**src/rtl/mem_lsu_stage.sv**
```systemverilog
// MEM pipeline stage: EX->MEM register with stall/flush, variable-latency
// data-SRAM read handshake, sub-word load extraction, misalignment detect,
// load timeout and MEM->ID forwarding outputs.
module mem_lsu_stage #(
    parameter int PC_W      = 32,
    parameter int STALL_W   = 6,
    parameter int STALL_IDX = 3,
    parameter int TIMEOUT   = 255
) (
    input  logic                 clk,
    input  logic                 rst,
    input  logic                 flush,
    input  logic [STALL_W-1:0]   stall,
    input  logic [PC_W+46:0]     ex_to_mem_bus,
    input  logic [31:0]          data_sram_rdata,
    input  logic                 data_sram_rvalid,
    output logic [PC_W+37:0]     mem_to_wb_bus,
    output logic                 mem_wreg,
    output logic [4:0]           mem_waddr,
    output logic [31:0]          mem_wdata,
    output logic                 stallreq,
    output logic                 mem_err,
    output logic                 mem_misalign
);

    localparam int IN_W  = PC_W + 47;
    localparam int CNT_W = (TIMEOUT > 1) ? $clog2(TIMEOUT) : 1;
    localparam logic [CNT_W-1:0] CNT_LAST = CNT_W'((TIMEOUT > 0) ? (TIMEOUT - 1) : 0);
    localparam logic TO_EN = (TIMEOUT > 0);

    localparam logic [1:0] ST_IDLE = 2'd0;
    localparam logic [1:0] ST_WAIT = 2'd1;
    localparam logic [1:0] ST_DONE = 2'd2;
    localparam logic [1:0] ST_ERR  = 2'd3;

    localparam logic [2:0] LT_LB  = 3'b001;
    localparam logic [2:0] LT_LBU = 3'b010;
    localparam logic [2:0] LT_LH  = 3'b011;
    localparam logic [2:0] LT_LHU = 3'b100;

    // A load writes the register file from memory and performs no byte writes.
    function automatic logic is_load_f(input logic en, input logic [3:0] wen, input logic sel);
        return en & (wen == 4'b0000) & sel;
    endfunction

    // Alignment check; the load-size terms only apply to read accesses.
    function automatic logic misalign_f(input logic en, input logic [3:0] wen,
                                        input logic [2:0] lt, input logic [1:0] a);
        logic half_v;
        logic word_v;
        logic rd_v;
        case (lt)
            LT_LB, LT_LBU: begin half_v = 1'b0; word_v = 1'b0; end
            LT_LH, LT_LHU: begin half_v = 1'b1; word_v = 1'b0; end
            default:       begin half_v = 1'b0; word_v = 1'b1; end
        endcase
        rd_v = (wen == 4'b0000);
        return en & ((rd_v & word_v & (a != 2'b00)) |
                     (rd_v & half_v & a[0]) |
                     ((wen == 4'b1111) & (a != 2'b00)));
    endfunction

    // Select byte/half by address and sign- or zero-extend to 32 bits.
    function automatic logic [31:0] extract_f(input logic [2:0] lt, input logic [1:0] a,
                                              input logic [31:0] d);
        logic [7:0]  b_v;
        logic [15:0] h_v;
        case (a)
            2'd0:    b_v = d[7:0];
            2'd1:    b_v = d[15:8];
            2'd2:    b_v = d[23:16];
            2'd3:    b_v = d[31:24];
            default: b_v = d[7:0];
        endcase
        h_v = a[1] ? d[31:16] : d[15:0];
        case (lt)
            LT_LB:   return {{24{b_v[7]}}, b_v};
            LT_LBU:  return {24'h000000, b_v};
            LT_LH:   return {{16{h_v[15]}}, h_v};
            LT_LHU:  return {16'h0000, h_v};
            default: return d;
        endcase
    endfunction

    logic [IN_W-1:0]  pipe_r;
    logic [1:0]       state_r;
    logic [CNT_W-1:0] cnt_r;
    logic [31:0]      rbuf_r;

    // Held instruction fields
    logic [PC_W-1:0] pc_s;
    logic            mem_en_s;
    logic [3:0]      mem_wen_s;
    logic [2:0]      load_type_s;
    logic            sel_rf_res_s;
    logic            rf_we_s;
    logic [4:0]      rf_waddr_s;
    logic [31:0]     ex_result_s;

    assign pc_s         = pipe_r[IN_W-1:47];
    assign mem_en_s     = pipe_r[46];
    assign mem_wen_s    = pipe_r[45:42];
    assign load_type_s  = pipe_r[41:39];
    assign sel_rf_res_s = pipe_r[38];
    assign rf_we_s      = pipe_r[37];
    assign rf_waddr_s   = pipe_r[36:32];
    assign ex_result_s  = pipe_r[31:0];

    logic bubble_s;
    logic load_s;
    logic new_wait_s;

    assign bubble_s = stall[STALL_IDX] & ~stall[STALL_IDX+1];
    assign load_s   = ~stall[STALL_IDX];
    assign new_wait_s = load_s
                      & is_load_f(ex_to_mem_bus[46], ex_to_mem_bus[45:42], ex_to_mem_bus[38])
                      & ~misalign_f(ex_to_mem_bus[46], ex_to_mem_bus[45:42],
                                    ex_to_mem_bus[41:39], ex_to_mem_bus[1:0]);

    // EX->MEM pipeline register: reset, flush, bubble, load or hold.
    always_ff @(posedge clk) begin
        if (rst) begin
            pipe_r <= '0;
        end else if (flush) begin
            pipe_r <= '0;
        end else if (bubble_s) begin
            pipe_r <= '0;
        end else if (load_s) begin
            pipe_r <= ex_to_mem_bus;
        end else begin
            pipe_r <= pipe_r;
        end
    end

    // Load handshake FSM with timeout counter and read-data buffer.
    always_ff @(posedge clk) begin
        if (rst || flush) begin
            state_r <= ST_IDLE;
            cnt_r   <= '0;
            rbuf_r  <= 32'h0000_0000;
        end else if (bubble_s || load_s) begin
            state_r <= new_wait_s ? ST_WAIT : ST_IDLE;
            cnt_r   <= '0;
        end else begin
            case (state_r)
                ST_WAIT: begin
                    if (data_sram_rvalid) begin
                        state_r <= ST_DONE;
                        rbuf_r  <= data_sram_rdata;
                    end else begin
                        cnt_r <= cnt_r + CNT_W'(1);
                        if (TO_EN && (cnt_r == CNT_LAST)) begin
                            state_r <= ST_ERR;
                        end
                    end
                end
                default: begin
                    state_r <= state_r;
                end
            endcase
        end
    end

    logic        is_load_s;
    logic        misalign_s;
    logic [31:0] load_data_s;
    logic [31:0] rf_wdata_s;
    logic        load_blocked_s;
    logic        rf_we_eff_s;
    logic        waiting_s;

    assign is_load_s  = is_load_f(mem_en_s, mem_wen_s, sel_rf_res_s);
    assign misalign_s = misalign_f(mem_en_s, mem_wen_s, load_type_s, ex_result_s[1:0]);
    assign waiting_s  = (state_r == ST_WAIT) & ~data_sram_rvalid;

    // Load data: live SRAM data on arrival, buffered data once done.
    always_comb begin
        load_data_s = 32'h0000_0000;
        if ((state_r == ST_WAIT) && data_sram_rvalid) begin
            load_data_s = extract_f(load_type_s, ex_result_s[1:0], data_sram_rdata);
        end else if (state_r == ST_DONE) begin
            load_data_s = extract_f(load_type_s, ex_result_s[1:0], rbuf_r);
        end else begin
            load_data_s = 32'h0000_0000;
        end
    end

    // Write-back data and effective write enable.
    always_comb begin
        rf_wdata_s     = sel_rf_res_s ? load_data_s : ex_result_s;
        load_blocked_s = is_load_s & (waiting_s | (state_r == ST_ERR));
        rf_we_eff_s    = rf_we_s & ~misalign_s & ~load_blocked_s;
    end

    assign mem_to_wb_bus = {pc_s, rf_we_eff_s, rf_waddr_s, rf_wdata_s};
    assign mem_wreg      = rf_we_eff_s;
    assign mem_waddr     = rf_waddr_s;
    assign mem_wdata     = rf_wdata_s;
    assign stallreq      = waiting_s;
    assign mem_err       = (state_r == ST_ERR);
    assign mem_misalign  = misalign_s;

endmodule
```
**config.mk**
```make
export PLATFORM = sky130hd
export DESIGN_NAME = mem_lsu_stage
export DESIGN_NICKNAME = d
export VERILOG_FILES = /design/src/rtl/mem_lsu_stage.sv
export SDC_FILE = /design/constraint.sdc
export NUM_CORES = 1
export LEC_CHECK = 0
export ABC_AREA = 1
export CORE_AREA = 2 2 152 154
export CTS_BUF_LIST = sky130_fd_sc_hd__clkbuf_8
export DETAILED_ROUTE_END_ITERATION = 8
export DIE_AREA = 0 0 154 156
export RECOVER_POWER = 25
export SLEW_MARGIN = 10
export SYNTH_ARGS = -nofsm -noshare
export SYNTH_HDL_FRONTEND = slang
export SYNTH_SLANG_ARGS = --single-unit
```
**constraint.sdc**
```tcl
create_clock -name clk -period 3.75 [get_ports clk]
set_input_delay 0.75 -clock clk [delete_from_list [all_inputs] [get_ports clk]]
set_output_delay 0.75 -clock clk [all_outputs]
set_load 0.01 [all_outputs]
```
Word level (Yosys, flattened, before mapping)
Index checks and enable logic that the tools add are counted.
{"block": "word_totals", "wordCells": 94, "latch_bits": 0, "ff_bits": 121, "in_bits": 121, "mem_count": 0, "mem_bits_rw": 0, "output_inout_bits": 111, "romBits": 0}
{"block": "op_classes", "n_lt_le_gt_ge": 0, "bitwise_logic": 35, "shifts": 0, "div": 0, "n_reduce_logical": 19, "n_eq_ne": 17, "addsub": 1, "mux": 18, "multipliers": 0}
{"op": "32-bit case mux with 4 select lines", "count": 2}
{"op": "32-bit two-way mux", "count": 3}
{"op": "8-bit case mux with 4 select lines", "count": 2}
{"op": "16-bit two-way mux", "count": 2}
{"op": "1-bit bitwise AND", "count": 23}
{"op": "3-bit by 2-bit == test with 1-bit output, second input constant", "count": 4}
{"op": "8-bit by 1-bit adder with 8-bit output, second input constant", "count": 1}
{"op": "2-bit == test, second input constant", "count": 4}
{"op": "4-bit == test, second input constant", "count": 2}
{"op": "8-bit == test, second input constant", "count": 1}
{"op": "4-bit logical NOT", "count": 2}
{"op": "2-bit two-way mux", "count": 4}
{"op": "4-bit OR reduction", "count": 2}
{"op": "1-bit NOT", "count": 7}
{"op": "3-bit by 1-bit == test with 1-bit output, second input constant", "count": 2}
{"op": "3-bit == test, second input constant", "count": 2}
{"op": "2-bit nonzero test", "count": 3}
{"op": "2-bit OR reduction", "count": 3}
{"op": "1-bit two-way mux", "count": 5}
{"op": "1-bit OR", "count": 5}
{"op": "2-bit by 1-bit == test with 1-bit output, second input constant", "count": 2}
{"op": "2-bit AND reduction", "count": 2}
{"op": "3-bit AND reduction", "count": 1}
{"op": "3-bit nonzero test", "count": 1}
{"op": "4 further kinds", "count": 5}

Logic depth before layout (Yosys ltp)
{"block": "logic_depth", "ltp_word": 12, "ltp_mapped": 13, "ltp_nobuf": 10}

Worst setup path after synthesis
OpenSTA, ideal clock, no wires.
{"block": "synth_path", "path_type": "input-to-output", "from": "input data_sram_rvalid", "to": "output mem_wdata[7]", "cell_stages": 8, "path_slack_ps": 1187, "t_arrival_ps": 1813, "path_buffers": 2, "t_required_ps": 3000, "path_cell_list": "inv_1 -> nor2_2 -> clkbuf_1 -> nand2_1 -> nand2_1 -> nor2_1 -> nor2_1 -> buf_4"}
{"block": "synth_via", "elab_chain_len": 3}
{"item": "start: declaration", "line_no": "16", "text": "input logic data_sram_rvalid,"}
{"item": "1-bit logical AND", "line_no": "179", "text": "if ((state_r == ST_WAIT) && data_sram_rvalid) begin"}
{"item": "32-bit two-way mux", "line_no": "179"}
{"item": "32-bit two-way mux", "line_no": "190", "text": "rf_wdata_s = sel_rf_res_s ? load_data_s : ex_result_s;"}
{"item": "end: declaration", "line_no": "20", "text": "output logic [31:0] mem_wdata,"}
No other way between the ends.

Final worst setup path
{"block": "layout_path", "from": "input data_sram_rdata[31]", "to": "output mem_wdata[26]"}
{"block": "layout_via", "elab_chain_len": 4, "word_cells_on_any_way": 5, "cone_classes": "mux (5)"}
{"item": "start: declaration", "line_no": "15", "text": "input logic [31:0] data_sram_rdata,"}
{"item": "8-bit case mux with 4 select lines / 16-bit two-way mux (equally long branches)", "line_no": "68, 75"}
{"item": "32-bit case mux with 4 select lines *", "line_no": "76", "text": "case (lt)"}
{"item": "32-bit two-way mux *", "line_no": "179"}
{"item": "32-bit two-way mux *", "line_no": "190"}
Every way passes the cells marked *; elsewhere a longest branch is shown, timed or not.

==> impl_results.md <==
* TritonCTS clock tree: yes
* IO Pins at ~230
* Die outline width at 154 microns
* Status: finished with violations
* Yosys warns at 0
* FF-to-FF setup slack at around 1600 ps
* Mapped cell area at just under 8000 sq um
* DR iter-0 viols at approximately 630
* CP Max Fanout at 24
* Min cycle time layout at about 3600 ps
* Largest net degree at the start of global routing at 80
* CTS Hold Bufs at 0
* Share of cells above drive strength 1 at just under 5%
* CTS buffer count at 17
* Final core occ at between 40% and 50%
* DRC viols at 0
* Routability cong. at roughly 0.85
* Overall Power at roughly 3.0 mW
* Clock share of power at between 40% and 50%
* Top cells by area, synth: dfxtp_1, nand2_1, nand3_1
* Slew headroom at -14.58%
* Vias in the first global route at about 7600
* Syn_area_per_cell at 5.914 sq um
* GR Overflow Total at 0
* Root Driver: clkbuf_8
* Final Max Tran Viols at between 100 and 150
* Post-Route WL at 25.83 mm
* CP endpoint kind: output pin
* Total track usage at about a fifth
* Clock Skew at slightly below 10 ps
* Final non-filler cell area at between 10000 and 15000 sq um
* RSZ-0062 raised after global routing: false
* Antenna violations before repair at 0
* Post-synth net total at between 1000 and 1500
* Wirelength per Cell at 15.07 microns
* Cell Rows at 55
* Vias at just over 8000
* Max_cap viols at 2
* Pwr Density at approximately 300 nW/um^2
* Sequential area share after synthesis at between 30% and 40%
* Slew of the pin with the lowest slew margin at 1719 ps
* Clock-pin slew on the worst setup and hold paths at approximately 90 ps
* Pint at just over 2 mW
* Die Area at 24020 sq um
* Arr. time, crit path at between 2000 and 3000 ps
* Clk Latency, worst-skew pair at roughly 450 ps
* Achievable frequency at roughly 280 MHz
* Initial Util at roughly a third
* Count of cell types in the netlist at 29
* Post-Syn Instances at between 1000 and 1500
* HPWL Detailed at approximately 18 mm
* Peak VDD IR at 0.0001727 V
* Final setup vio count at 0
* Area grow syn2layout at 31.03%
* Nets at 1539
* Antenna Cells at 0
* Sw frac at about a third
* Net Sw Power at between 0.9 and 1 mW
* Final TNS setup at 0 ps
* First-pass GRT wire length at around 41 mm
* CP required at ~3000 ps
* Synth Register Bits at between 100 and 150
* Critical setup path kind: input port to output pin
* Clock buffer depth at 2
* Clock sink count at ~120
* Synth area leader: dfxtp_1
* DR pass1 iterations at 5
* Worst min-delay path class: flip-flop to flip-flop
* Vias per cell at between 4 and 5
* Leakage at roughly 4.6 nW
* Tcrit/Tclk final at between 90% and 100%
* Placeable Area at 22370 sq um
* # port buffers at 227
* Endpoints failing hold at 0
* Die Y at approximately 160 microns
* Final ANT Viol Nets at 0
* Failing checks: max-capacitance violations, max-slew violations
* Htree depth at 4
* Placed cell areas at roughly 9600 sq um
* Comb pwr share at approximately 16%
* CP Launch Type: input port
* Yosys top cell area share at around a third
* Flop pwr share at 43.4%
[power by group through the flow]
| stage | logic (mW) | clock network (mW) | registers [mW] |
|---|---|---|---|
| after floorplan | 0.262 | 0 | 1.35 |
| after global placement | 0.490 | 0 | 1.35 |
| after detailed placement | 0.491 | 0 | 1.35 |
| after CTS | 0.494 | 1.27 | 1.32 |
| after global routing | 0.543 | 1.33 | 1.33 |
| final | 0.492 | 1.23 | 1.32 |
[per-stage QoR]
| step | hold slack (ps) | std cells | setup slack [ps] |
|---|---|---|---|
| 2_1_floorplan | 436.7 | 1300 | 1187 |
| 3_3_place_gp | 444.2 | 1680 | 177.6 |
| 3_5_place_dp | 448.8 | 1680 | 180.6 |
| 4_1_cts | 458.9 | 1712 | 24.33 |
| 5_1_grt | 476.1 | 1714 | 19.55 |
| 6_report | 455.9 | 1714 | 170.5 |
[per-layer routing]
layer / global-route usage (%) / share of wire (%) / vias up
met3: 5.722 / 8.7 / 26
met4: 6.053 / 1.7 / 0
met2: 35.19 / 47 / 309
li1: - / - / 4257
met5: 0 / 0 / -
met1: 27.08 / 43 / 3672
[worst max-delay path: stages]
cell and delay (ps):
clkdlybuf4s50_1 540, nand2_1 90, nand3_1 120, nand3_1 130, buf_12 200, nand3_1 80
nand2_1 50, nand2_1 130, nand2_1 80, nand2_1 110, clkdlybuf4s50_1 540
[cell families (layout without fill, tap and decap cells)]
kind of cell	count (synthesis)	in the layout	synth area share [%]
AO/OA/AOI/OAI	167	167	11.02
XOR/XNOR	1	1	0.1139
adder cells (fa/ha/maj)	2	2	0.3254
buffers and inverters	263	392	17.20
flip-flops	121	121	31.51
AND/OR/NAND/NOR	746	746	39.84
[path summary, 6_finish.rpt]
check | start | end | depth (start not counted)
setup / recovery | data_sram_rdata[31] | mem_wdata[26] | 11
hold / removal | pipe_r[77] | pipe_r[77] | 2
setup reg to reg | state_r[1] | rbuf_r[11] | 8
hold reg to reg | pipe_r[77] | pipe_r[77] | 2
[registers in the layout, summed over array words and instances (netlist names)]
register	flops
state_r	2
pipe_r	79
rbuf_r	32
cnt_r	8
[final cells by class]
cell class	count	area, sq um
clock buffers	17	234.0
clock inverters	15	175.2
fillers	2369	12290
inverters	108	405.4
multi-input cells	916	3970
flip-flops and latches	121	2424
well taps	285	356.6
repair buffers	252	2510
[cell usage in the layout, fill, tap and decap left out, types with 2 or more instances in the layout]
cell type,n
nand2_1,542
clkdlybuf4s50_1,224
nand3_1,155
dfxtp_1,120
a21oi_1,116
inv_1,105
o21ai_0,44
nor2_1,24
buf_4,18
clkbuf_8,17
nand3b_1,6
inv_8,6
nor3_1,5
buf_12,5
nand4_1,4
inv_6,4
clkinv_8,4
nor2_2,3
inv_2,2
nand3_2,2
a31oi_1,2
ha_1,2
clkbuf_1,2
dlygate4sd3_1,2
[cells in the mapped netlist]
cell type / count
a31oi_1: 2
nand3_1: 155
nand4_1: 4
buf_2: 31
nor3_1: 5
or2_2: 1
o21ai_0: 44
buf_4: 75
a21oi_2: 1
nor4_1: 1
nand2_1: 543
nand3b_1: 6
nor2_1: 26
o21ai_1: 2
o21a_1: 1
inv_2: 3
xor2_1: 1
ha_1: 2
a21oi_1: 116
nand3_2: 3
buf_6: 2
nor2_2: 1
inv_1: 104
dfxtp_1: 121
clkinv_1: 1
o211ai_1: 1
buf_1: 7
clkbuf_1: 40
nor3b_1: 1
[timing repair]
action                     CTS  global route
pin swaps                    0             1
gates resized for setup      3             4
setup endpoints to repair   32            60
setup buffers                0             2
Note: power is estimated with default switching activity, not from simulation.
